==> src/rtl/uart_tx_seq_if.sv <==
// uart_tx_seq_if: start/abort control, RAM read port and transmitter handshake for uart_tx_seq
interface uart_tx_seq_if #(parameter int ADDR_W = 8, parameter int LEN_W = 9);
  logic              start;
  logic [ADDR_W-1:0] start_addr;
  logic [LEN_W-1:0]  length;
  logic              abort;
  logic              ram_rd_en;
  logic [ADDR_W-1:0] ram_addr;
  logic [7:0]        ram_rd_data;
  logic              tx_ready;
  logic [7:0]        tx_data;
  logic              tx_bits_ok;
  logic              busy;
  logic              done;
  logic              aborted;
  modport master (
    output start, start_addr, length, abort, ram_rd_data, tx_bits_ok,
    input  ram_rd_en, ram_addr, tx_ready, tx_data, busy, done, aborted
  );
  modport slave (
    input  start, start_addr, length, abort, ram_rd_data, tx_bits_ok,
    output ram_rd_en, ram_addr, tx_ready, tx_data, busy, done, aborted
  );
endinterface

==> src/rtl/uart_tx_seq.sv <==
// uart_tx_seq: streams a RAM block byte by byte into a UART transmitter, prefetching the next byte during transmission
module uart_tx_seq #(
  parameter int ADDR_W = 8,
  parameter int LEN_W  = 9
) (
  input logic         sys_clk,
  input logic         rst_n,
  uart_tx_seq_if.slave bus
);
  typedef enum logic [2:0] {IDLE, RD, LATCH, WAIT_RDY, REQ, GAP, FIN} state_e;
  state_e            state_q, state_d;
  logic [ADDR_W-1:0] addr_q, addr_d;
  logic [LEN_W-1:0]  cnt_q, cnt_d;
  logic [7:0]        data_q, data_d;
  logic              gap_q, gap_d, done_q, done_d, abt_q, abt_d;
  always_ff @(posedge sys_clk or negedge rst_n)
    if (!rst_n) begin
      state_q <= IDLE;
      addr_q  <= '0;
      cnt_q   <= '0;
      data_q  <= '0;
      gap_q   <= 1'b0;
      done_q  <= 1'b0;
      abt_q   <= 1'b0;
    end else begin
      state_q <= state_d;
      addr_q  <= addr_d;
      cnt_q   <= cnt_d;
      data_q  <= data_d;
      gap_q   <= gap_d;
      done_q  <= done_d;
      abt_q   <= abt_d;
    end
  always_comb begin
    state_d = state_q;
    addr_d  = addr_q;
    cnt_d   = cnt_q;
    data_d  = data_q;
    gap_d   = 1'b0;
    done_d  = 1'b0;
    abt_d   = 1'b0;
    case (state_q)
      IDLE: if (bus.start) begin
        addr_d  = bus.start_addr;
        cnt_d   = bus.length;
        state_d = bus.length == '0 ? FIN : RD;
      end
      RD:       state_d = LATCH;
      LATCH: begin
        data_d  = bus.ram_rd_data;
        state_d = WAIT_RDY;
      end
      WAIT_RDY: state_d = bus.tx_bits_ok ? REQ : WAIT_RDY;
      // tx_bits_ok falling means the transmitter has captured tx_data
      REQ: if (!bus.tx_bits_ok) begin
        addr_d  = addr_q + 1'b1;
        cnt_d   = cnt_q - 1'b1;
        state_d = GAP;
      end
      GAP: begin
        gap_d   = !gap_q;
        state_d = !gap_q ? GAP : cnt_q == '0 ? FIN : RD;
      end
      FIN: begin
        done_d  = 1'b1;
        state_d = IDLE;
      end
      default: state_d = IDLE;
    endcase
    if (bus.abort && state_q != IDLE) begin
      state_d = IDLE;
      done_d  = 1'b0;
      abt_d   = 1'b1;
    end
  end
  assign bus.ram_rd_en = state_q == RD;
  assign bus.ram_addr  = addr_q;
  assign bus.tx_ready  = state_q == REQ;
  assign bus.tx_data   = data_q;
  assign bus.busy      = state_q != IDLE;
  assign bus.done      = done_q;
  assign bus.aborted   = abt_q;
endmodule

==> src/flat_wrapper.sv <==
// flat-port wrapper written by rule: the top's interface ports become plain ports
module uart_tx_seq_flat 
#(
  parameter int ADDR_W = 8,
  parameter int LEN_W  = 9
)
  (sys_clk, rst_n, bus_start, bus_start_addr, bus_length, bus_abort, bus_ram_rd_data, bus_tx_bits_ok, bus_ram_rd_en, bus_ram_addr, bus_tx_ready, bus_tx_data, bus_busy, bus_done, bus_aborted);
  uart_tx_seq_if #(.ADDR_W(ADDR_W), .LEN_W(LEN_W)) bus_i ();
  input logic sys_clk;
  input logic rst_n;
  input wire logic [$bits(bus_i.start)-1:0] bus_start;
  input wire logic [$bits(bus_i.start_addr)-1:0] bus_start_addr;
  input wire logic [$bits(bus_i.length)-1:0] bus_length;
  input wire logic [$bits(bus_i.abort)-1:0] bus_abort;
  input wire logic [$bits(bus_i.ram_rd_data)-1:0] bus_ram_rd_data;
  input wire logic [$bits(bus_i.tx_bits_ok)-1:0] bus_tx_bits_ok;
  output wire logic [$bits(bus_i.ram_rd_en)-1:0] bus_ram_rd_en;
  output wire logic [$bits(bus_i.ram_addr)-1:0] bus_ram_addr;
  output wire logic [$bits(bus_i.tx_ready)-1:0] bus_tx_ready;
  output wire logic [$bits(bus_i.tx_data)-1:0] bus_tx_data;
  output wire logic [$bits(bus_i.busy)-1:0] bus_busy;
  output wire logic [$bits(bus_i.done)-1:0] bus_done;
  output wire logic [$bits(bus_i.aborted)-1:0] bus_aborted;
  assign bus_i.start = bus_start;
  assign bus_i.start_addr = bus_start_addr;
  assign bus_i.length = bus_length;
  assign bus_i.abort = bus_abort;
  assign bus_i.ram_rd_data = bus_ram_rd_data;
  assign bus_i.tx_bits_ok = bus_tx_bits_ok;
  assign bus_ram_rd_en = bus_i.ram_rd_en;
  assign bus_ram_addr = bus_i.ram_addr;
  assign bus_tx_ready = bus_i.tx_ready;
  assign bus_tx_data = bus_i.tx_data;
  assign bus_busy = bus_i.busy;
  assign bus_done = bus_i.done;
  assign bus_aborted = bus_i.aborted;
  uart_tx_seq #(.ADDR_W(ADDR_W), .LEN_W(LEN_W)) u_core (.sys_clk(sys_clk), .rst_n(rst_n), .bus(bus_i));
endmodule
==> config.mk <==
export PLATFORM = sky130hd
export DESIGN_NAME = uart_tx_seq_flat
export DESIGN_NICKNAME = d
export VERILOG_FILES = /design/src/rtl/uart_tx_seq_if.sv /design/src/rtl/uart_tx_seq.sv /design/src/flat_wrapper.sv
export SDC_FILE = /design/constraint.sdc
export NUM_CORES = 1
export LEC_CHECK = 0
export CORE_MARGIN = 2
export CORE_UTILIZATION = 47
export DETAILED_ROUTE_END_ITERATION = 8
export PLACE_DENSITY = 0.8
export SLEW_MARGIN = 20
export SYNTH_ARGS = -nofsm -noshare
export SYNTH_HDL_FRONTEND = slang
export SYNTH_SLANG_ARGS = --single-unit
==> constraint.sdc <==
create_clock -name sys_clk -period 2.3 [get_ports sys_clk]
set_clock_uncertainty 0.05 [all_clocks]
set_input_delay 0.23 -clock sys_clk [delete_from_list [all_inputs] [get_ports sys_clk]]
set_output_delay 0.23 -clock sys_clk [all_outputs]
set_load 0.1 [all_outputs]
==> flow_summary.ini <==
[die]
ios = 51
core.rowCount = 21
initial_core_utilization_pct = 49.9
die-area_sq_mm = 0.00410
core_area_sq_mm = 0.00339
floorplan.die.height_um = 64.0
die_x_um = 64.0

[synthesis]
ys_top_cells_by_area = dfrtp_1 (46%), a21oi_1 (5.6%), mux2_2 (5.3%)
post-synth-top-area-cell = dfrtp_1
synth_adder_area_share_pct = 1.48
async_reset_ff_share_pct = 100
ys.flop_type = dfrtp_1
synth_top_area_share_pct = 45.9
synth_top_family_by_area = compound AO/OA/AOI/OAI gates
synth.avg_cell_area_sq_um = 8.95
yosys.area_share.xor_xnor_pct = 0
synth_sequential_area_ratio_pct = 45.9
synthCells = 189
area_fraction_in_compound_gates_after_synthesis_pct = 21.8
postSynthRegisterBits = 31
synthMuxAreaShare_pct = 5.33
ys_types = 38
synth_area_sq_mm = 0.00169
yosysWarnings = 0
post_synth_and_or_nand_nor_area_fraction_pct = 21.4
number_of_enable_type_register_cells_in_the_synthesized_netlist = 0
postSynthNetCount = 221

[grt]
overall_global_routing_resource_usage_pct = 22.5
grt_overflow = 0
first_global_vias = 1536
pin_count_of_the_biggest_net_entering_global_routing = 33
number_of_antenna_violations_at_the_first_check_in_global_routing = 0
wire_length_of_the_first_global_routing_pass_mm = 7.09

[routing]
totalWireLength_mm = 4.26
routed_wire_length_per_instance_um = 14.7
drt_iter0_markers = 113
detail_route.drc_violations = 0
detailedRoute.firstPassIterationCount = 4
via_count = 1664
vias_per_cell = 5.76
antenna_violating_nets_post_route = 0

[finish]
insertedDiodeCount = 0
post-route-util_pct = 68.1
num-nets-final = 276
area_delta_synth_final_pct = 36.5
stdcell_area_sq_mm = 0.00231
drive_gt1_share_pct = 19.3

[sta]
rsz0062_at_grt = no
final.setup.tns_ns = 0
report.final.setup_viol = 0
finalHoldViolations = 0
timing.final.crit_share_pct = 89.3
timing_worst_slew_pin_value_ns = 0.628
slew_violations = 0
max_freq_mhz = 487
fin_crit_ns = 2.05
relSlewSlack_pct = 57.9

[min_path]
min_path_type = in -> async

[placed_design]
placement.io_buffers = 50
placedInstanceArea_sq_mm = 0.00227
place.gp.congestion = 0.882
dp_hpwl_mm = 2.97

[setup_path]
worstSetupPathType = reg -> out
setup.worst_path.end_class = output port
worst_setup_path_start_kind = flop
crit_path_max_fanout = 10
arrival_ns = 1.77
worst_path_required_time_ns = 2.02

[flow_run]
max_cap_violations = 0

[clock_tree]
cts_max_level = 2
worst_skew_pair.late_latency_ns = 0.34
clock-sinks = 31
cts_hold_buf = 0
clock_pin_slew_on_the_worst_setup_and_hold_paths_ns = 0.10
tritoncts = yes
cts_root_buffer = clkbuf_4
clk_path_buf_depth = 2
postCtsSetupRepairBufs = 0
cts-resized-gates = 0
numCtsBuffers = 5

[status]
run_status = finished, final reports clean
==> layout make-up <==
type,count,area [sq um]
clock buffer,6,41.3
sequential,31,776
multi-input combinational,140,858
timing repair buffer,58,546
fill,281,1080
tap,46,57.6
inverter,8,30.0
==> Yosys cell counts (3+ instances only) <==
library cell and count:
o32ai_1 4, mux2_2 8, o22ai_1 4, inv_1 8
nor2_1 16, o21a_1 4, nor2b_1 3, nor3_1 5
a21oi_1 19, o21ai_0 15, dfrtp_1 31, a31oi_1 5
nand2_1 19, clkbuf_1 8, nand3_1 7
==> cells in the final DEF (no fill, tap or decap), types with 2 or more instances in the layout <==
master           instances
dfrtp_1                 31
clkdlybuf4s50_1         29
buf_4                   26
a21oi_1                 19
nand2_1                 19
nor2_1                  16
o21ai_0                 15
inv_1                    8
mux2_2                   8
nand3_1                  7
nor3_1                   5
a31oi_1                  5
clkbuf_4                 5
o22ai_1                  4
o21a_1                   4
o32ai_1                  4
nor2b_1                  3
buf_12                   3
or3b_2                   2
a2bb2oi_1                2
or4_1                    2
nand2b_1                 2
o211ai_1                 2
nor4_1                   2
o22a_1                   2
or3_1                    2
ha_1                     2
==> cell families after synthesis <==
family                   count (synthesis)
AO/OA/AOI/OAI                           60
adder cells (fa/ha/maj)                  2
buffers and inverters                   18
flip-flops                              31
multiplexers                             8
AND/OR/NAND/NOR                         70
==> worst max-delay path: stages, from the launching register on <==
cell and delay, ns:
dfrtp_1 0.40, or3b_2 0.49, inv_1 0.32, buf_12 0.23
==> state kept, by name, summed over array words and instances (netlist names) <==
register / count
u_core.bus.ram_addr: 8
u_core.bus.tx_data: 8
u_core.state_q: 3
u_core.bus.done: 1
u_core.bus.aborted: 1
u_core.cnt_q: 9
u_core.gap_q: 1
==> through the flow <==
step,setup slack (ns),hold WS (ns),cells
floorplan,0.265,-0.116,189
global placement,0.341,0.408,283
detailed placement,0.306,0.412,283
CTS,0.243,0.245,289
global route,0.159,0.286,289
finish,0.247,0.231,289
==> path summary, 6_finish.rpt <==
| kind | start | to | slack [ns] | depth (start not counted) |
|---|---|---|---|---|
| worst max-delay path | u_core.state_q[1] | bus_tx_ready | 0.25 | 3 |
| worst min-delay path | rst_n | u_core.bus.done | 0.23 | 2 |
| worst max register to register | u_core.cnt_q[0] | u_core.state_q[1] | 0.28 | 6 |
| worst min register to register | u_core.gap_q | u_core.gap_q | 0.43 | 1 |
| max in group asynchronous | rst_n | u_core.bus.tx_data[0] | 1.68 | 2 |
| min in group sys_clk | bus_start_addr[1] | u_core.bus.ram_addr[1] | 0.40 | 3 |
==> layer usage <==
metal  share of wire (%)  GRT usage, %  vias to the layer above
met4                 1.2          8.70                        0
met1                  44          27.5                      802
li1                    -             -                      801
met2                  48          36.7                       56
met3                 6.7          7.39                        5
met5                   0             0                        -
Power is not shown: default switching activity piles up to over one toggle a cycle in this logic, so the estimate is an artifact.
